===== src/rtl/rd_alu_pkg.sv =====
// rtl/rd_alu_pkg.sv - shared types and decode helpers for the ALU execute stage
//
// Purpose: ALUOp encoding, 4-bit ALU control codes ({funct7[5], funct3}),
// FSM states and small decode helpers used by rd_alu_decode and rd_alu_exec_unit.
// Ports: none (package).
package rd_alu_pkg;

    typedef enum logic [1:0] {
        ALUOP_MEM    = 2'b00,
        ALUOP_BRANCH = 2'b01,
        ALUOP_RTYPE  = 2'b10,
        ALUOP_ITYPE  = 2'b11
    } alu_op_e;

    typedef enum logic [3:0] {
        ALU_ADD  = 4'b0000,
        ALU_SLL  = 4'b0001,
        ALU_SLT  = 4'b0010,
        ALU_SLTU = 4'b0011,
        ALU_XOR  = 4'b0100,
        ALU_SRL  = 4'b0101,
        ALU_OR   = 4'b0110,
        ALU_AND  = 4'b0111,
        ALU_SUB  = 4'b1000,
        ALU_SRA  = 4'b1101
    } alu_ctrl_e;

    typedef enum logic {
        IDLE  = 1'b0,
        SHIFT = 1'b1
    } state_e;

    // True for the ten {funct7[5], funct3} codes an R-type instruction may carry.
    function automatic logic is_rtype_code(input logic [3:0] code);
        case (code)
            4'b0000, 4'b1000, 4'b0001, 4'b0010, 4'b0011,
            4'b0100, 4'b0101, 4'b1101, 4'b0110, 4'b0111: return 1'b1;
            default:                                      return 1'b0;
        endcase
    endfunction

    function automatic logic is_shift_op(input alu_ctrl_e ctrl);
        return (ctrl == ALU_SLL) || (ctrl == ALU_SRL) || (ctrl == ALU_SRA);
    endfunction

endpackage


===== src/rtl/rd_alu_decode.sv =====
// rtl/rd_alu_decode.sv - combinational ALUOp/funct to ALU control decoder
//
// Purpose: maps ALUOp and {funct7[5], funct3} onto a 4-bit ALU control code and
// flags undecodable combinations. Purely combinational so other stages can reuse it.
// Ports:
//   alu_op_i   in  2  ALUOp (00 load/store, 01 branch, 10 R-type, 11 I-type)
//   funct_i    in  4  {funct7[5], funct3}
//   ctrl_o     out 4  ALU control code (ADD when illegal)
//   illegal_o  out 1  combination cannot be decoded
module rd_alu_decode
    import rd_alu_pkg::*;
(
    input  logic [1:0] alu_op_i,
    input  logic [3:0] funct_i,
    output logic [3:0] ctrl_o,
    output logic       illegal_o
);

    always_comb begin
        ctrl_o    = ALU_ADD;
        illegal_o = 1'b0;
        case (alu_op_e'(alu_op_i))
            ALUOP_MEM:    ctrl_o = ALU_ADD;
            ALUOP_BRANCH: ctrl_o = ALU_SUB;
            ALUOP_RTYPE: begin
                if (is_rtype_code(funct_i)) begin
                    ctrl_o = funct_i;
                end else begin
                    illegal_o = 1'b1;
                end
            end
            ALUOP_ITYPE: begin
                // Immediates have no funct7, so bit 30 is only meaningful for SRAI;
                // a set bit 30 on SLLI is a malformed encoding.
                if (funct_i == 4'b1001) begin
                    illegal_o = 1'b1;
                end else if (funct_i[2:0] == 3'b101) begin
                    ctrl_o = funct_i;
                end else begin
                    ctrl_o = {1'b0, funct_i[2:0]};
                end
            end
            default: ctrl_o = ALU_ADD;
        endcase
    end

endmodule


===== src/rtl/rd_alu_exec_unit.sv =====
// rtl/rd_alu_exec_unit.sv - ALU execute stage with iterative shifter and valid/ready handshake
//
// Purpose: decodes ALUOp/funct, executes on XLEN operands and presents a single held
// result. Non-shift ops take one cycle; shifts advance SHIFT_STEP bits per cycle.
// Ports:
//   clk_i, rst_i               clock, asynchronous active-high reset
//   flush_i                    abort in-flight op and drop held result
//   in_valid_i / in_ready_o    input handshake
//   alu_op_i, funct_i          ALUOp and {funct7[5], funct3}
//   op_a_i, op_b_i             operands (op_b_i may carry an immediate)
//   out_valid_o / out_ready_i  output handshake
//   result_o, zero_o           result and result==0 flag
//   illegal_o                  undecodable op, qualified by out_valid_o
module rd_alu_exec_unit
    import rd_alu_pkg::*;
#(
    parameter int XLEN       = 32,
    parameter int SHIFT_STEP = 1
) (
    input  logic            clk_i,
    input  logic            rst_i,
    input  logic            flush_i,
    input  logic            in_valid_i,
    output logic            in_ready_o,
    input  logic [1:0]      alu_op_i,
    input  logic [3:0]      funct_i,
    input  logic [XLEN-1:0] op_a_i,
    input  logic [XLEN-1:0] op_b_i,
    output logic            out_valid_o,
    input  logic            out_ready_i,
    output logic [XLEN-1:0] result_o,
    output logic            zero_o,
    output logic            illegal_o
);

    localparam int SHW = $clog2(XLEN);
    // One extra bit so the step size itself (up to XLEN) fits in the counter width.
    localparam int CW = SHW + 1;
    localparam logic [CW-1:0]   STEP = CW'(SHIFT_STEP);
    localparam logic [XLEN-1:0] ONES = '1;

    logic [3:0] dec_ctrl_raw;
    logic       dec_illegal;
    alu_ctrl_e  dec_ctrl;

    rd_alu_decode u_decode (
        .alu_op_i  (alu_op_i),
        .funct_i   (funct_i),
        .ctrl_o    (dec_ctrl_raw),
        .illegal_o (dec_illegal)
    );

    assign dec_ctrl = alu_ctrl_e'(dec_ctrl_raw);

    state_e          state_q, state_d;
    logic            out_valid_q, out_valid_d;
    logic [XLEN-1:0] result_q, result_d;
    logic            zero_q, zero_d;
    logic            illegal_q, illegal_d;
    logic [XLEN-1:0] shreg_q, shreg_d;
    logic [CW-1:0]   rem_q, rem_d;
    logic            sign_q, sign_d;
    alu_ctrl_e       sh_op_q, sh_op_d;

    logic [SHW-1:0]  shamt;
    logic            accept;
    logic            start_shift;
    logic [XLEN-1:0] alu_res;
    logic [XLEN-1:0] issue_res;
    logic [CW-1:0]   step_amt;
    logic [XLEN-1:0] shifted;

    assign shamt       = op_b_i[SHW-1:0];
    assign in_ready_o  = (state_q == IDLE) && (!out_valid_q || out_ready_i);
    assign accept      = in_valid_i && in_ready_o && !flush_i;
    assign start_shift = !dec_illegal && is_shift_op(dec_ctrl) && (shamt != '0);
    assign issue_res   = dec_illegal ? '0 : alu_res;

    // Single-cycle result; a shift only reaches here with shamt 0, where it is op_a_i.
    always_comb begin
        alu_res = op_a_i;
        case (dec_ctrl)
            ALU_ADD:  alu_res = op_a_i + op_b_i;
            ALU_SUB:  alu_res = op_a_i - op_b_i;
            ALU_SLT:  alu_res = {{(XLEN-1){1'b0}}, ($signed(op_a_i) < $signed(op_b_i))};
            ALU_SLTU: alu_res = {{(XLEN-1){1'b0}}, (op_a_i < op_b_i)};
            ALU_XOR:  alu_res = op_a_i ^ op_b_i;
            ALU_OR:   alu_res = op_a_i | op_b_i;
            ALU_AND:  alu_res = op_a_i & op_b_i;
            default:  alu_res = op_a_i;
        endcase
    end

    // One shifter iteration: move by min(SHIFT_STEP, remaining).
    assign step_amt = (rem_q > STEP) ? STEP : rem_q;

    always_comb begin
        shifted = shreg_q >> step_amt;
        if (sh_op_q == ALU_SLL) begin
            shifted = shreg_q << step_amt;
        end else if (sh_op_q == ALU_SRA && sign_q) begin
            shifted = (shreg_q >> step_amt) | ~(ONES >> step_amt);
        end
    end

    always_comb begin
        state_d     = state_q;
        out_valid_d = out_valid_q;
        result_d    = result_q;
        zero_d      = zero_q;
        illegal_d   = illegal_q;
        shreg_d     = shreg_q;
        rem_d       = rem_q;
        sign_d      = sign_q;
        sh_op_d     = sh_op_q;

        // Consumer took the result; data stays on result_o but is no longer valid.
        if (out_valid_q && out_ready_i) begin
            out_valid_d = 1'b0;
            illegal_d   = 1'b0;
        end

        case (state_q)
            IDLE: begin
                if (accept) begin
                    if (start_shift) begin
                        state_d = SHIFT;
                        shreg_d = op_a_i;
                        rem_d   = {1'b0, shamt};
                        sign_d  = op_a_i[XLEN-1];
                        sh_op_d = dec_ctrl;
                    end else begin
                        result_d    = issue_res;
                        zero_d      = (issue_res == '0);
                        illegal_d   = dec_illegal;
                        out_valid_d = 1'b1;
                    end
                end
            end
            SHIFT: begin
                shreg_d = shifted;
                rem_d   = rem_q - step_amt;
                // Final iteration publishes directly so the result is visible next cycle.
                if (rem_q <= STEP) begin
                    state_d     = IDLE;
                    result_d    = shifted;
                    zero_d      = (shifted == '0);
                    illegal_d   = 1'b0;
                    out_valid_d = 1'b1;
                end
            end
            default: state_d = IDLE;
        endcase

        // Flush beats everything, but the last visible result value is kept.
        if (flush_i) begin
            state_d     = IDLE;
            out_valid_d = 1'b0;
            illegal_d   = 1'b0;
            result_d    = result_q;
            zero_d      = zero_q;
        end
    end

    always_ff @(posedge clk_i or posedge rst_i) begin
        if (rst_i) begin
            state_q     <= IDLE;
            out_valid_q <= 1'b0;
            result_q    <= '0;
            zero_q      <= 1'b0;
            illegal_q   <= 1'b0;
            shreg_q     <= '0;
            rem_q       <= '0;
            sign_q      <= 1'b0;
            sh_op_q     <= ALU_SLL;
        end else begin
            state_q     <= state_d;
            out_valid_q <= out_valid_d;
            result_q    <= result_d;
            zero_q      <= zero_d;
            illegal_q   <= illegal_d;
            shreg_q     <= shreg_d;
            rem_q       <= rem_d;
            sign_q      <= sign_d;
            sh_op_q     <= sh_op_d;
        end
    end

    assign out_valid_o = out_valid_q;
    assign result_o    = result_q;
    assign zero_o      = zero_q;
    assign illegal_o   = illegal_q;

endmodule

===== config.mk =====
export PLATFORM = sky130hd
export DESIGN_NAME = rd_alu_exec_unit
export DESIGN_NICKNAME = d
export VERILOG_FILES = /design/src/rtl/rd_alu_pkg.sv /design/src/rtl/rd_alu_decode.sv /design/src/rtl/rd_alu_exec_unit.sv
export SDC_FILE = /design/constraint.sdc
export NUM_CORES = 1
export LEC_CHECK = 0
export BUFFER_PORTS_ARGS = -buffer_cell sky130_fd_sc_hd__buf_2
export CAP_MARGIN = 5
export CORE_MARGIN = 5
export CORE_UTILIZATION = 25
export DETAILED_ROUTE_END_ITERATION = 8
export GPL_TIMING_DRIVEN = 0
export PLACE_DENSITY = 0.53
export SLEW_MARGIN = 5
export SYNTH_ARGS = -nofsm -noshare
export SYNTH_HDL_FRONTEND = slang
export SYNTH_SLANG_ARGS = --single-unit

===== constraint.sdc =====
create_clock -name clk_i -period 5.18 [get_ports clk_i]
set_clock_uncertainty 0.15 [all_clocks]
set_input_delay 0.777 -clock clk_i [delete_from_list [all_inputs] [get_ports clk_i]]
set_output_delay 0.777 -clock clk_i [all_outputs]
set_load 0.02 [all_outputs]

==> reports/metrics.yaml, run 1 <==
netlist_instances: 1383
r2r_end: "zero_o"
drive_above_1_share_pct: 11.3
dieWidth_um: 211
clk_latency_ns: 0.35
drv_slew: 0
finalSetupViolations: 0
worst_ir_drop_vdd_v: 0.000227
rr_startpoint: "state_q"
cp-end-kind: "flop"
floorplan.rows: 73
synth.area.top_cells: "dfrtp_1 19%, ha_1 13%, a21oi_1 6.3%"
cts_hold_buf: 0
io_pins: 111
netlist_area_um2: 10100
relSlewSlack_pct: 18.4
synth_top_area_share_pct: 19.3
finalCriticalPeriod_ns: 4.95
core-area_um2: 39900
htreeDepth: 3
synthFlopType: "dfrtp_1"
worstSetupPathType: "in2reg"
yosys.area.top_type: "dfrtp_1"
fp.dieArea_um2: 44600
avgSynthCellArea_um2: 7.31
synth_most_common_cell: "nand2_1"
routabilityCongestion: 1.02
cts_tree: "done"
fin_crit_sh_pct: 95.6
cts.sinks: 79
finalHoldViolCount: 0
dp_hpwl_mm: 38.1
hold_path_class: "in2async"
dp_slack_ns: -0.111
rrSetupSlack_ns: 1.16
multi_input_area_um2: 7380
cts.path.max_buffers: 2
yosysUniqueCellTypes: 84
synthArstFlopShare_pct: 100
tightest_slew_ns: 1.21
ant_nets: 0
drtIter0Drc: 1450
rsz0062_at_grt: "no"
die_y_um: 211
clockRootBuffer: "clkbuf_16"
critPathMaxFanout: 7
grt_pass1_vias: 11000
cap_viol_max_count: 0
clk_pin_slew_ns: 0.07
fin_nets: 1684
grt_max_degree: 50
synth_seq_cells: 79
critPathLaunchType: "primary input"
viasPerCell: 5.73
synth_edf_count: 0
start_util_pct: 25.3
wire_per_inst_um: 23.4
status: "completed"
num_vias: 11700
area_growth_pct: 15.1
remaining_drc_errors: 0
cp.arrival_ns: 5.09
worstPathRequired_ns: 5.31
power.leakage_nw: 5.24
regArea_um2: 1980
synthTopCellsByCount: "142 x nand2_1, 127 x a21oi_1, 117 x nor2_1"
grt_pass1_wl_mm: 70.2
io_buffers: 108
setup_tns_ns: 0
drt-total-wl_mm: 47.5
finalWorstSetupSlack_ns: 0.228
grt_overflow: 0
rr_worst_depth: 11
power_density_nw_per_um2: 305
fmax_mhz: 202
antenna_found_initial: 1
cts_resized: 0
nFillCells: 4349
synth_fp_nets: 1564
postCtsSetupRepairBufs: 0
synth-seq-area-share_pct: 19.6
drtPass1Iterations: 8
track_usage_pct: 20.4
numCtsBuffers: 9
yosysWarnings: 0
-- kinds of logic after synthesis --
logic type | after synthesis | synth area share [%]
compound gates | 508 | 33.3
xor+xnor | 22 | 1.91
fa+ha+maj | 106 | 13.3
buf+inv | 197 | 7.62
flops | 79 | 19.6
mux | 37 | 3.68
simple gates | 434 | 20.7
-- layout by cell type, fill, tap and decap left out, types with 20 or more instances in the layout --
master      n
mux2i_1    36
buf_2     121
nor3_1     30
dfrtp_1    78
nor2_1    117
o21ai_0   114
clkbuf_1   71
nand2_1   142
nand3_1    20
inv_1     104
a211oi_1   30
ha_1      104
a21oi_1   127
o211ai_1   23
-- registers in the layout (all words and copies together) (netlist names) --
name and count:
shreg_q 32, sign_q 1, state_q 1, sh_op_q 4
illegal_o 1, result_o 32, out_valid_o 1, zero_o 1
rem_q 6
-- metrics by stage --
stage | std cells | hold slack (ns) | utilization [%] | total power (W) | instance area (um2)
6_report | 2034 | 0.291 | 29.1 | 0.00355 | 11600
5_1_grt | 2033 | 0.343 | 29.1 | 0.00377 | 11600
4_1_cts | 2033 | 0.304 | 29.1 | 0.00352 | 11600
3_5_place_dp | 2017 | 0.311 | 28.4 | 0.00291 | 11400
3_3_place_gp | 2016 | 0.304 | 28.3 | 0.00289 | 11300
2_1_floorplan | 1383 | 0.294 | - | 0.00227 | 10100
-- metal layers --
layer | global-route usage [%] | vias up | routed length [um]
met5 | 0 | - | 0
met2 | 32.6 | 635 | 21200
met3 | 2.70 | 109 | 4000
li1 | - | 5305 | -
met4 | 7.44 | 0 | 1900
met1 | 28.0 | 5603 | 20400
-- power breakdown --
group          total [W]  internal, W  switching [W]
sequential       0.00106     0.000836       0.000227
clock           0.000600     0.000324       0.000276
combinational    0.00189     0.000687        0.00120
-- critical path, stage by stage --
cell and delay, ns:
buf_2 0.16, inv_1 0.09, ha_1 0.27, clkbuf_1 0.32, inv_1 0.23, a21oi_1 0.44, o21ai_0 0.22, a211oi_1 0.65
o221ai_1 0.38, o22ai_1 0.42, mux2i_1 0.13, a211o_1 0.28, nor4_1 0.31, and4b_1 0.26, a31o_1 0.16
-- worst max-delay path by stage --
stage	start	endpoint	slack, ns	depth (start not counted)
3_5_place_dp	op_a_i[15]	zero_o	-0.11	15
5_1_grt	op_a_i[11]	zero_o	0.02	15
6_report	op_a_i[15]	zero_o	0.23	15
4_1_cts	op_a_i[11]	zero_o	0.24	15
3_3_place_gp	funct_i[1]	zero_o	-0.26	12
2_1_floorplan	op_a_i[0]	zero_o	1.06	13
-- layout make-up --
| type | instances | area share, % |
|---|---|---|
| inverter | 106 | 3.44 |
| sequential | 79 | 17.0 |
| clock inverter | 7 | 0.430 |
| antenna | 1 | 0.0215 |
| multi-input combinational | 1107 | 63.4 |
| clock buffer | 9 | 1.94 |
| buffer | 91 | 3.22 |
| tap | 525 | 5.65 |
| timing repair buffer | 109 | 4.88 |
No activity file was read; power rests on OpenSTA's default activity.
==> run 2, diff against run 1 <==
==> constraint.sdc (replaced) <==
create_clock -name clk_i -period 4.95 [get_ports clk_i]
set_clock_uncertainty 0.15 [all_clocks]
set_input_delay 0.7425 -clock clk_i [delete_from_list [all_inputs] [get_ports clk_i]]
set_output_delay 0.7425 -clock clk_i [all_outputs]
set_load 0.02 [all_outputs]
==> run 2 against run 1 <==
Largest cell class unchanged; power is 4.8% higher; first-iteration DRC count is 2.3% higher; core utilization hardly changed; largest power group unchanged; hold slack lost 0.033 ns.
==> reports/metrics.yaml, run 2 (synthesis gave the netlist of run 1 again) <==
status: "completed"
rsz0062_at_grt: "no"
cp.arrival_ns: 4.96
drt-total-wl_mm: 47.6
fp.dieArea_um2: 44600
finalCriticalPeriod_ns: 4.88
fmax_mhz: 205
track_usage_pct: 20.4
dieWidth_um: 211
numCtsBuffers: 9
cts_tree: "done"
ant_nets: 0
power_density_nw_per_um2: 320
finalHoldViolCount: 0
finalSetupViolations: 0
postCtsSetupRepairBufs: 0
cp-startpoint: "funct_i[1]"
core-area_um2: 39900
rr_worst_depth: 11
htreeDepth: 3
drtIter0Drc: 1484
dp_hpwl_mm: 38.1
cp-end-kind: "flop"
fin_crit_sh_pct: 98.5
worstSetupPathType: "in2reg"
nFillCells: 4346
cap_viol_max_count: 0
area_growth_pct: 15.2
r2r_end: "zero_o"
clockRootBuffer: "clkbuf_16"
rrSetupSlack_ns: 0.92
crit_family: "buffers and inverters"
critPathLaunchType: "primary input"
io_pins: 111
grt_pass1_wl_mm: 70.2
final_util_pct: 29.2
worstSetupPathDepth: 13
final_cell_mix: "142 x nand2_1, 127 x a21oi_1, 121 x buf_2"
worst_ir_drop_vdd_v: 0.000236
die_y_um: 211
drtPass1Iterations: 7
critPathMaxFanout: 10
cts_resized: 0
remaining_drc_errors: 0
power.leakage_nw: 5.24
start_util_pct: 25.3
grt_overflow: 0
fin_cells: 2034
clk_latency_ns: 0.35
rr_startpoint: "state_q"
num_vias: 11700
viasPerCell: 5.73
antenna_found_initial: 1
crit_path_max_incr_delay_ns: 0.65
slowest_stage: "nor3_1"
hold_path_class: "in2async"
relSlewSlack_pct: 20.5
cts.path.max_buffers: 2
regArea_um2: 1980
io_buffers: 108
multi_input_area_um2: 7390
cts_hold_buf: 0
grt_max_degree: 50
fin_total_pwr_w: 0.00372
grt_pass1_vias: 11000
drv_slew: 0
worstPathRequired_ns: 5.04
wire_per_inst_um: 23.4
floorplan.rows: 73
cts.sinks: 79
clk_pin_slew_ns: 0.07
fin_nets: 1684
drive_above_1_share_pct: 11.4
layout_commonest_cell: "nand2_1"
crit_path_frequent_cell: "clkbuf_1"
placed_cells: 2017
path_cells: "buf_2 > buf_2 > inv_1 > nand2_1 > o32a_1 > clkbuf_1 > clkbuf_1 > clkbuf_1 > o21ai_0 > nor3_1 > nor3b_1 > and4b_1 > a31o_1"
cp_num_buf_inv: 6
routabilityCongestion: 1.02
tightest_slew_ns: 1.18
run 2: cell counts in the layout (fill, tap and decap cells not counted):
No cell type changed its count.
run 2: worst max path at each step:
stage,endpoint,slack [ns]
after floorplan,zero_o,0.87
after CTS,zero_o,0.05
after global placement,zero_o,-0.46
final,zero_o,0.07
after detailed placement,zero_o,-0.31
after global routing,shreg_q[13],0.05
run 2: final cells by class:
class / count / share of cell area, %
Antenna cell: 1 / 0.0215
Buffer: 91 / 3.21
Clock buffer: 9 / 1.93
Clock inverter: 7 / 0.430
Inverter: 106 / 3.44
Multi-Input combinational cell: 1107 / 63.5
Sequential cell: 79 / 17.0
Tap cell: 525 / 5.64
Timing Repair Buffer: 109 / 4.88
run 2: stage by stage:
stage               cell area (um2)  setup TNS [ns]  hold slack [ns]  worst slack (ns)
floorplan                     10100               0            0.294             0.867
global placement              11300           -8.80            0.304            -0.460
detailed placement            11400           -7.63            0.311            -0.306
CTS                           11600               0            0.270            0.0479
global route                  11600               0            0.308            0.0510
finish                        11600               0            0.258            0.0718
run 2: power by group:
group	leakage [nW]	internal, W	switching (W)
combinational	4.13	0.000720	0.00126
sequential	0.985	0.000875	0.000239
clock	0.127	0.000339	0.000287
total	5.24	0.00193	0.00179
run 2: metal layers:
layer | GRT usage, % | vias up | part of all wire [%]
met4 | 7.44 | 0 | 3.7
met3 | 2.70 | 106 | 8.4
met5 | 0 | - | 0
met1 | 28.0 | 5584 | 43
li1 | - | 5293 | -
met2 | 32.6 | 680 | 45
